===== config.mk =====
export PLATFORM = sky130hd
export DESIGN_NAME = spi_byte_master
export DESIGN_NICKNAME = d
export VERILOG_FILES = /design/src/rtl/spi_byte_master.sv
export SDC_FILE = /design/constraint.sdc
export NUM_CORES = 1
export LEC_CHECK = 0
export CAP_MARGIN = 20
export CORE_UTILIZATION = 45
export DETAILED_ROUTE_END_ITERATION = 16
export GPL_ROUTABILITY_DRIVEN = 0
export MAX_ROUTING_LAYER = met4
export PLACE_DENSITY = 0.67
export SLEW_MARGIN = 30
export SYNTH_ARGS = -nofsm -noshare
export SYNTH_HDL_FRONTEND = slang
export SYNTH_SLANG_ARGS = --single-unit

===== constraint.sdc =====
create_clock -name sys_clk -period 2.3 [get_ports sys_clk]
set_clock_uncertainty 0.15 [all_clocks]
set_input_delay 0.69 -clock sys_clk [delete_from_list [all_inputs] [get_ports sys_clk]]
set_output_delay 0.69 -clock sys_clk [all_outputs]
set_load 0.05 [all_outputs]

===== src/rtl/spi_byte_master.sv =====
// spi_byte_master: mode-0 SPI initiator, one MSB-first byte per active-high ss frame.
// Build option SPI_RX_CAPTURE_EN: when defined, miso is shifted in and published on
// rx_data/rx_valid; when undefined the receive path is absent and rx outputs are tied low.
module spi_byte_master #(
   parameter int CLK_DIV   = 5,
   parameter int SETUP_CYC = 2,
   parameter int GAP_CYC   = 10
) (
   input  logic       sys_clk,
   input  logic       rst_n,
   input  logic [7:0] tx_data,
   input  logic       tx_valid,
   output logic       tx_ready,
   output logic [7:0] rx_data,
   output logic       rx_valid,
   output logic       busy,
   output logic       ss,
   output logic       sclk,
   output logic       mosi,
   input  logic       miso
);
   typedef enum logic [2:0] {IDLE, SETUP, SHIFT, HOLD, GAP} state_t;
   localparam logic [15:0] DIV_LAST   = 16'(CLK_DIV - 1);
   localparam logic [15:0] SETUP_LAST = 16'(SETUP_CYC - 1);
   localparam logic [15:0] GAP_LAST   = 16'(GAP_CYC - 1);
   state_t      state_q, state_d;
   logic [15:0] cnt_q, cnt_d;
   logic [3:0]  tog_q, tog_d;
   logic [7:0]  tx_shift_q, tx_shift_d;
   logic        ss_q, ss_d, sclk_q, sclk_d, mosi_q, mosi_d;
   logic        sample_en, frame_done;
   // Frame sequencing: one shared counter times setup, sclk half-periods, hold and gap.
   always_comb begin
      state_d    = state_q;
      cnt_d      = cnt_q;
      tog_d      = tog_q;
      tx_shift_d = tx_shift_q;
      ss_d       = ss_q;
      sclk_d     = sclk_q;
      mosi_d     = mosi_q;
      sample_en  = 1'b0;
      frame_done = 1'b0;
      case (state_q)
         IDLE: if (tx_valid) begin
            tx_shift_d = tx_data;
            ss_d       = 1'b1;
            mosi_d     = tx_data[7];
            cnt_d      = 16'd0;
            tog_d      = 4'd0;
            state_d    = (SETUP_CYC == 0) ? SHIFT : SETUP;
         end
         SETUP: if (cnt_q == SETUP_LAST) begin
            cnt_d   = 16'd0;
            state_d = SHIFT;
         end else cnt_d = cnt_q + 16'd1;
         SHIFT: if (cnt_q == DIV_LAST) begin
            cnt_d  = 16'd0;
            sclk_d = ~sclk_q;
            tog_d  = tog_q + 4'd1;
            if (!sclk_q) sample_en = 1'b1;
            else if (tog_q == 4'd15) state_d = HOLD;
            else begin
               mosi_d     = tx_shift_q[6];
               tx_shift_d = {tx_shift_q[6:0], 1'b0};
            end
         end else cnt_d = cnt_q + 16'd1;
         HOLD: if (cnt_q == DIV_LAST) begin
            cnt_d      = 16'd0;
            ss_d       = 1'b0;
            mosi_d     = 1'b0;
            frame_done = 1'b1;
            state_d    = (GAP_CYC == 0) ? IDLE : GAP;
         end else cnt_d = cnt_q + 16'd1;
         GAP: if (cnt_q == GAP_LAST) begin
            cnt_d   = 16'd0;
            state_d = IDLE;
         end else cnt_d = cnt_q + 16'd1;
         default: state_d = IDLE;
      endcase
   end
   // Control and transmit registers; reset aborts any frame immediately.
   always_ff @(posedge sys_clk or negedge rst_n) begin
      if (!rst_n) begin
         state_q    <= IDLE;
         cnt_q      <= 16'd0;
         tog_q      <= 4'd0;
         tx_shift_q <= 8'h00;
         ss_q       <= 1'b0;
         sclk_q     <= 1'b0;
         mosi_q     <= 1'b0;
      end else begin
         state_q    <= state_d;
         cnt_q      <= cnt_d;
         tog_q      <= tog_d;
         tx_shift_q <= tx_shift_d;
         ss_q       <= ss_d;
         sclk_q     <= sclk_d;
         mosi_q     <= mosi_d;
      end
   end
   assign tx_ready = (state_q == IDLE);
   assign busy     = (state_q != IDLE);
   assign ss       = ss_q;
   assign sclk     = sclk_q;
   assign mosi     = mosi_q;
`ifdef SPI_RX_CAPTURE_EN
   logic [7:0] rx_shift_q, rx_shift_d, rx_data_q, rx_data_d;
   logic       rx_valid_q, rx_valid_d;
   // Shift miso in on each sclk rise; publish the byte as the frame closes.
   always_comb begin
      rx_shift_d = sample_en ? {rx_shift_q[6:0], miso} : rx_shift_q;
      rx_data_d  = frame_done ? rx_shift_q : rx_data_q;
      rx_valid_d = frame_done;
   end
   // Receive registers.
   always_ff @(posedge sys_clk or negedge rst_n) begin
      if (!rst_n) begin
         rx_shift_q <= 8'h00;
         rx_data_q  <= 8'h00;
         rx_valid_q <= 1'b0;
      end else begin
         rx_shift_q <= rx_shift_d;
         rx_data_q  <= rx_data_d;
         rx_valid_q <= rx_valid_d;
      end
   end
   assign rx_data  = rx_data_q;
   assign rx_valid = rx_valid_q;
`else
   logic unused_rx;
   assign unused_rx = miso ^ sample_en ^ frame_done;
   assign rx_data   = 8'h00;
   assign rx_valid  = 1'b0;
`endif
endmodule

==> results of run 1 <==
-- worst paths after layout --
| path | from | to | slack [ps] | depth (start not counted) |
|---|---|---|---|---|
| setup / recovery | state_q[2] | busy | 70 | 4 |
| hold / removal | sclk | sclk | 350 | 1 |
| min in group asynchronous | rst_n | tog_q[3] | 650 | 2 |
| setup reg to reg | state_q[0] | cnt_q[15] | 220 | 7 |
| max in group asynchronous | rst_n | state_q[2] | 1020 | 2 |
| hold reg to reg | sclk | sclk | 350 | 1 |
-- cell families (layout without fill, tap and decap cells) --
family          after synthesis  count (layout)  synth area share (%)
other cells                   1               9                 0.181
simple gates                 79              79                  21.9
compound gates               56              56                  21.0
buf+inv                      26              49                  8.01
flops                        33              33                  39.8
mux                          12              12                  5.90
fa+ha+maj                     4               4                  2.41
xor+xnor                      2               2                 0.844
-- flip-flops by register name, indices dropped and copies added (netlist names) --
register    cells
cnt_q          16
sclk            1
tx_shift_q      7
tog_q           4
state_q         3
ss              1
mosi            1
-- report_power, final --
| group | leakage [nW] | internal, mW | switching (mW) | total, mW |
|---|---|---|---|---|
| logic | 0.667 | 0.0221 | 0.0535 | 0.0756 |
| registers | 0.395 | 0.581 | 0.000796 | 0.582 |
| clock network | 0.0443 | 0.238 | 0.209 | 0.447 |
| total | 1.11 | 0.841 | 0.263 | 1.10 |
-- Yosys cell counts (all sizes together) (3+ instances only) --
cell type,count,area share (%)
and3,3,0.90
nor2,18,3.3
o31ai,9,3.3
nand2b,4,1.2
ha,4,2.4
a22o,4,1.7
o21ai,11,2.7
a21oi,12,3.8
inv,7,1.3
nand2,20,3.6
o221ai,8,3.4
and4,3,1.3
buf,17,5.9
mux2i,10,4.8
nand4,5,2.2
nor3,5,1.2
nor4,3,3.1
nand3,10,2.4
dfrtp,33,40
-- area by class of cell --
class	count	share of cell area (%)
multi-input combinational	162	45.6
sequential	33	33.6
timing repair buffer	35	13.7
clock buffer	7	3.50
tap	52	2.64
inverter	7	1.06
-- per-layer routing --
layer	global-route usage [%]	vias up	routed length, um
met5	-	-	0
met4	7.33	0	63
met3	4.76	5	131
met2	29.0	28	1890
met1	26.8	771	2090
li1	-	836	-
-- metrics by stage --
step,hold WS [ps],instances,power (mW)
2_1_floorplan,244,221,0.645
3_3_place_gp,331,287,0.669
3_5_place_dp,343,287,0.669
4_1_cts,353,294,1.13
5_1_grt,399,296,1.16
6_report,354,296,1.10
-- what timing repair did --
item	CTS	global route
endpoints found under the setup margin	1	1
resized for setup	3	0
buffers inserted	0	2
pin swaps	1	1
-- critical path: cells and delay by family, from the launching register on --
| family | cells | cell delay [ps] |
|---|---|---|
| flip-flops | 1 | 450 |
| AND/OR/NAND/NOR | 2 | 420 |
| buffers and inverters | 2 | 240 |
==> reports/results.txt, run 1 <==
DRC = 0
Clk pin slew, worst setup/hold paths = 70 ps
Critical-path top delay cell = dfrtp_2
WL final = 4170 um
CTS tree = done
CTS Sinks = 33
Share of cells above drive strength 1 = 20.1%
Via-to-Cell Ratio = 5.54
Leading cell type in the layout, fill and taps excluded = dfrtp_1
First-pass GRT wire length = 7410 um
Register bit total from synthesis = 33
TritonRoute pass-1 iters = 5
Final hold violation count = 0
Clk_lat worst skew = 280 ps
WP data required = 1460 ps
Worst path max stage delay = 450 ps
Die area = 4890 um2
Total CTS buffers = 5
Crit path DAT = 1390 ps
DP Worst Slack = -52.3 ps
Post-DP HPWL = 2930 um
Crit-path max FO = 7
Final core occ = 56.3%
Fill cell count = 379
Synth Area per Inst = 9.75 um2
DIE WIDTH = 69.9 um
Cell row count = 24
Initial drt markers = 100
PnR worst setup slack = 68.2 ps
Vias in the first global route = 1530
Commonest cells after routing, fill and taps aside = 31 x dfrtp_1, 21 x buf_4, 20 x nand2_1
WS Path Type = reg2out
Routed len/inst = 14.1 um
Worst min path class = reg2reg
Maximum buffer depth of the clock tree = 2
Initial core utilization = 47.4%
CTS Root Cell = clkbuf_8
Startpoint Class = register
Final setup violation count = 0
Ys flop type = dfrtp_1
Status = finished clean
P per Cell Area = 447 nW/um2
Mapped Cells = 213
Total number of vias = 1640
Number of inserted diodes = 0
Max Cap Viol = 0
H-tree Lvls = 2
Crit. End Element = output port
I/O Buffers = 15
Hold buffer count at cts = 0
Placed cell areas = 2360 um2
Slew Limit Fails = 0
Peak Freq = 0.448 GHz
Sequential fraction of the synthesis area = 39.8%
Post-route cell area = 2470 um2
Peak supply drop = 0.000278 V
Area growth from synthesis to layout = 18.9%
Fin Setup TNS = 0 ps
Grt ovf = 0
RSZ-0062 raised after global routing = no
Initial antenna violation count = 0
Critical path, cell by cell = or2_4 > nor2_4 > inv_1 > buf_12
CORE AREA = 4380 um2
Period minus WS final = 2230 ps
Multi-input gate area = 1120 um2
Tot GR Track Use = 19.8%
Async S/R FF share, synth = 100%
I/O pin count = 26
Number of enable flip-flop cells after synthesis = 0
ANT nets after route = 0
Cell variety after synth = 46
Largest net degree at the start of global routing = 34
Die height = 69.9 um
Static Leakage = 1.11 nW
Final net count = 260
Period Utilization, post-route = 97.0%
Ys Warns = 0
Reg area = 828 um2
Cell Area, Synth = 2080 um2
Power figures use the tool's default switching activity.
==> inputs of run 2 (changes only) <==
Settings changed: CORE_UTILIZATION 45 to 55, PLACE_DENSITY 0.67 to 0.79.
==> reports/results.txt, run 2 (synthesis results as in run 1) <==
Status = finished clean
Post-DP HPWL = 3190 um
Crit path DAT = 1370 ps
Final hold violation count = 0
Commonest cells after routing, fill and taps aside = 30 x dfrtp_1, 20 x nand2_1, 17 x nor2_1
Hold WS = 356 ps
Final Non-Filler Cells = 285
Grt ovf = 0
Design Power = 1.07 mW
Largest Register = cnt_q
Peak supply drop = 0.000423 V
Reg2Reg Launch Point = cnt_q[13]
Routed len/inst = 15.3 um
Hold path start = sclk
Peak Freq = 0.452 GHz
Share of cells above drive strength 1 = 18.8%
WL final = 4370 um
Initial drt markers = 150
Biggest regs = cnt_q (16), tx_shift_q (7), tog_q (4)
I/O Buffers = 15
DIE WIDTH = 63.5 um
Period minus WS final = 2210 ps
Crit. End Element = output port
CORE AREA = 3470 um2
Gate power share = 7.1%
Clock Power Share = 38.4%
Worst min path class = reg2reg
CTS Root Cell = clkbuf_8
Vias in the first global route = 1599
Largest register FFs = 16
Initial antenna violation count = 0
CTS Sinks = 33
P per Cell Area = 445 nW/um2
WS Path Type = reg2out
Area growth from synthesis to layout = 15.6%
Leading cell type in the layout, fill and taps excluded = dfrtp_1
H-tree Lvls = 2
Cell Int Power = 813 uW
Total CTS buffers = 5
Clk_lat worst skew = 280 ps
Cell row count = 21
WP data required = 1460 ps
Final net count = 254
TritonRoute pass-1 iters = 4
Crit-path max FO = 3
I/O pin count = 26
Max Cap Viol = 0
CTS tree = done
Final setup violation count = 0
Reg power frac = 54.5%
Sw frac = 23.9%
Via-to-Cell Ratio = 5.96
Crit path launch = state_q[2]
Startpoint Class = register
Slew Limit Fails = 0
First-pass GRT wire length = 7620 um
Largest net degree at the start of global routing = 34
Die area = 4030 um2
Clk pin slew, worst setup/hold paths = 70 ps
Total number of vias = 1700
Initial core utilization = 59.9%
DRC = 0
Maximum buffer depth of the clock tree = 2
Switching power = 256 uW
Number of inserted diodes = 0
ANT nets after route = 0
Placed Cells incl. Taps = 275
Die height = 63.5 um
RSZ-0062 raised after global routing = no
Period Utilization, post-route = 96.2%
Static Leakage = 1.07 nW
Tot GR Track Use = 25.3%
==> run 2: power by group through the flow <==
| stage | clock network, mW | logic (mW) | registers (mW) |
|---|---|---|---|
| finish | 0.411 | 0.0757 | 0.582 |
| global route | 0.447 | 0.0821 | 0.582 |
| CTS | 0.425 | 0.0763 | 0.582 |
| detailed placement | 0 | 0.0762 | 0.593 |
| global placement | 0 | 0.0755 | 0.593 |
| floorplan | 0 | 0.0494 | 0.596 |
==> run 2: final cells by class <==
type                            instances  area [um2]
Clock buffer                            6        72.6
Clock inverter                          2        10.0
Fill cell                             281        1070
Inverter                                7        26.3
Multi-Input combinational cell        162        1120
Sequential cell                        33         830
Tap cell                               46        57.6
Timing Repair Buffer                   29         280
==> run 2: repair_timing <==
| action | in CTS | in global routing |
|---|---|---|
| buffers inserted | 2 | 0 |
| hold buffers | 0 | 0 |
| setup endpoints to repair | 1 | 4 |
| pin swaps | 0 | 1 |
| gates resized for setup | 2 | 2 |
==> run 2: critical path: stages (launching register included) <==
cell	delay, ps
dfrtp_2	420
or2_4	270
nor2_4	160
inv_1	90
buf_12	150
==> run 2: worst paths after layout <==
kind	end	slack (ps)	cells after the start
min reg2reg	sclk	360	1
min	sclk	360	1
max reg2reg	state_q[0]	110	5
max in group asynchronous	state_q[0]	1020	2
min in group asynchronous	cnt_q[15]	660	2
max	busy	90	4
==> run 2: routing by layer <==
| metal | vias to the layer above | wire, um | global-route usage [%] |
|---|---|---|---|
| met4 | 0 | 70 | 9.09 |
| met2 | 58 | 2160 | 40.3 |
| met5 | - | 0 | - |
| met1 | 814 | 1940 | 31.6 |
| met3 | 8 | 192 | 5.43 |
| li1 | 820 | - | - |
==> run 2: through the flow <==
stage / area (um2) / TNS [ps] / worst slack [ps] / util [%]
floorplan: 2110 / -8.39 / -8.39 / -
global placement: 2300 / -17.7 / -9.34 / 66.2
detailed placement: 2300 / -929 / -83.3 / 66.2
CTS: 2400 / 0 / 21.3 / 69.1
global route: 2400 / 0 / 1.23 / 69.2
finish: 2400 / 0 / 87.4 / 69.2
==> inputs of run 3 (changes only) <==
Settings changed: CAP_MARGIN 20 to default.
==> results of run 3 <==
Same layout as run 2: the final DEF is identical, and so are final timing and power.
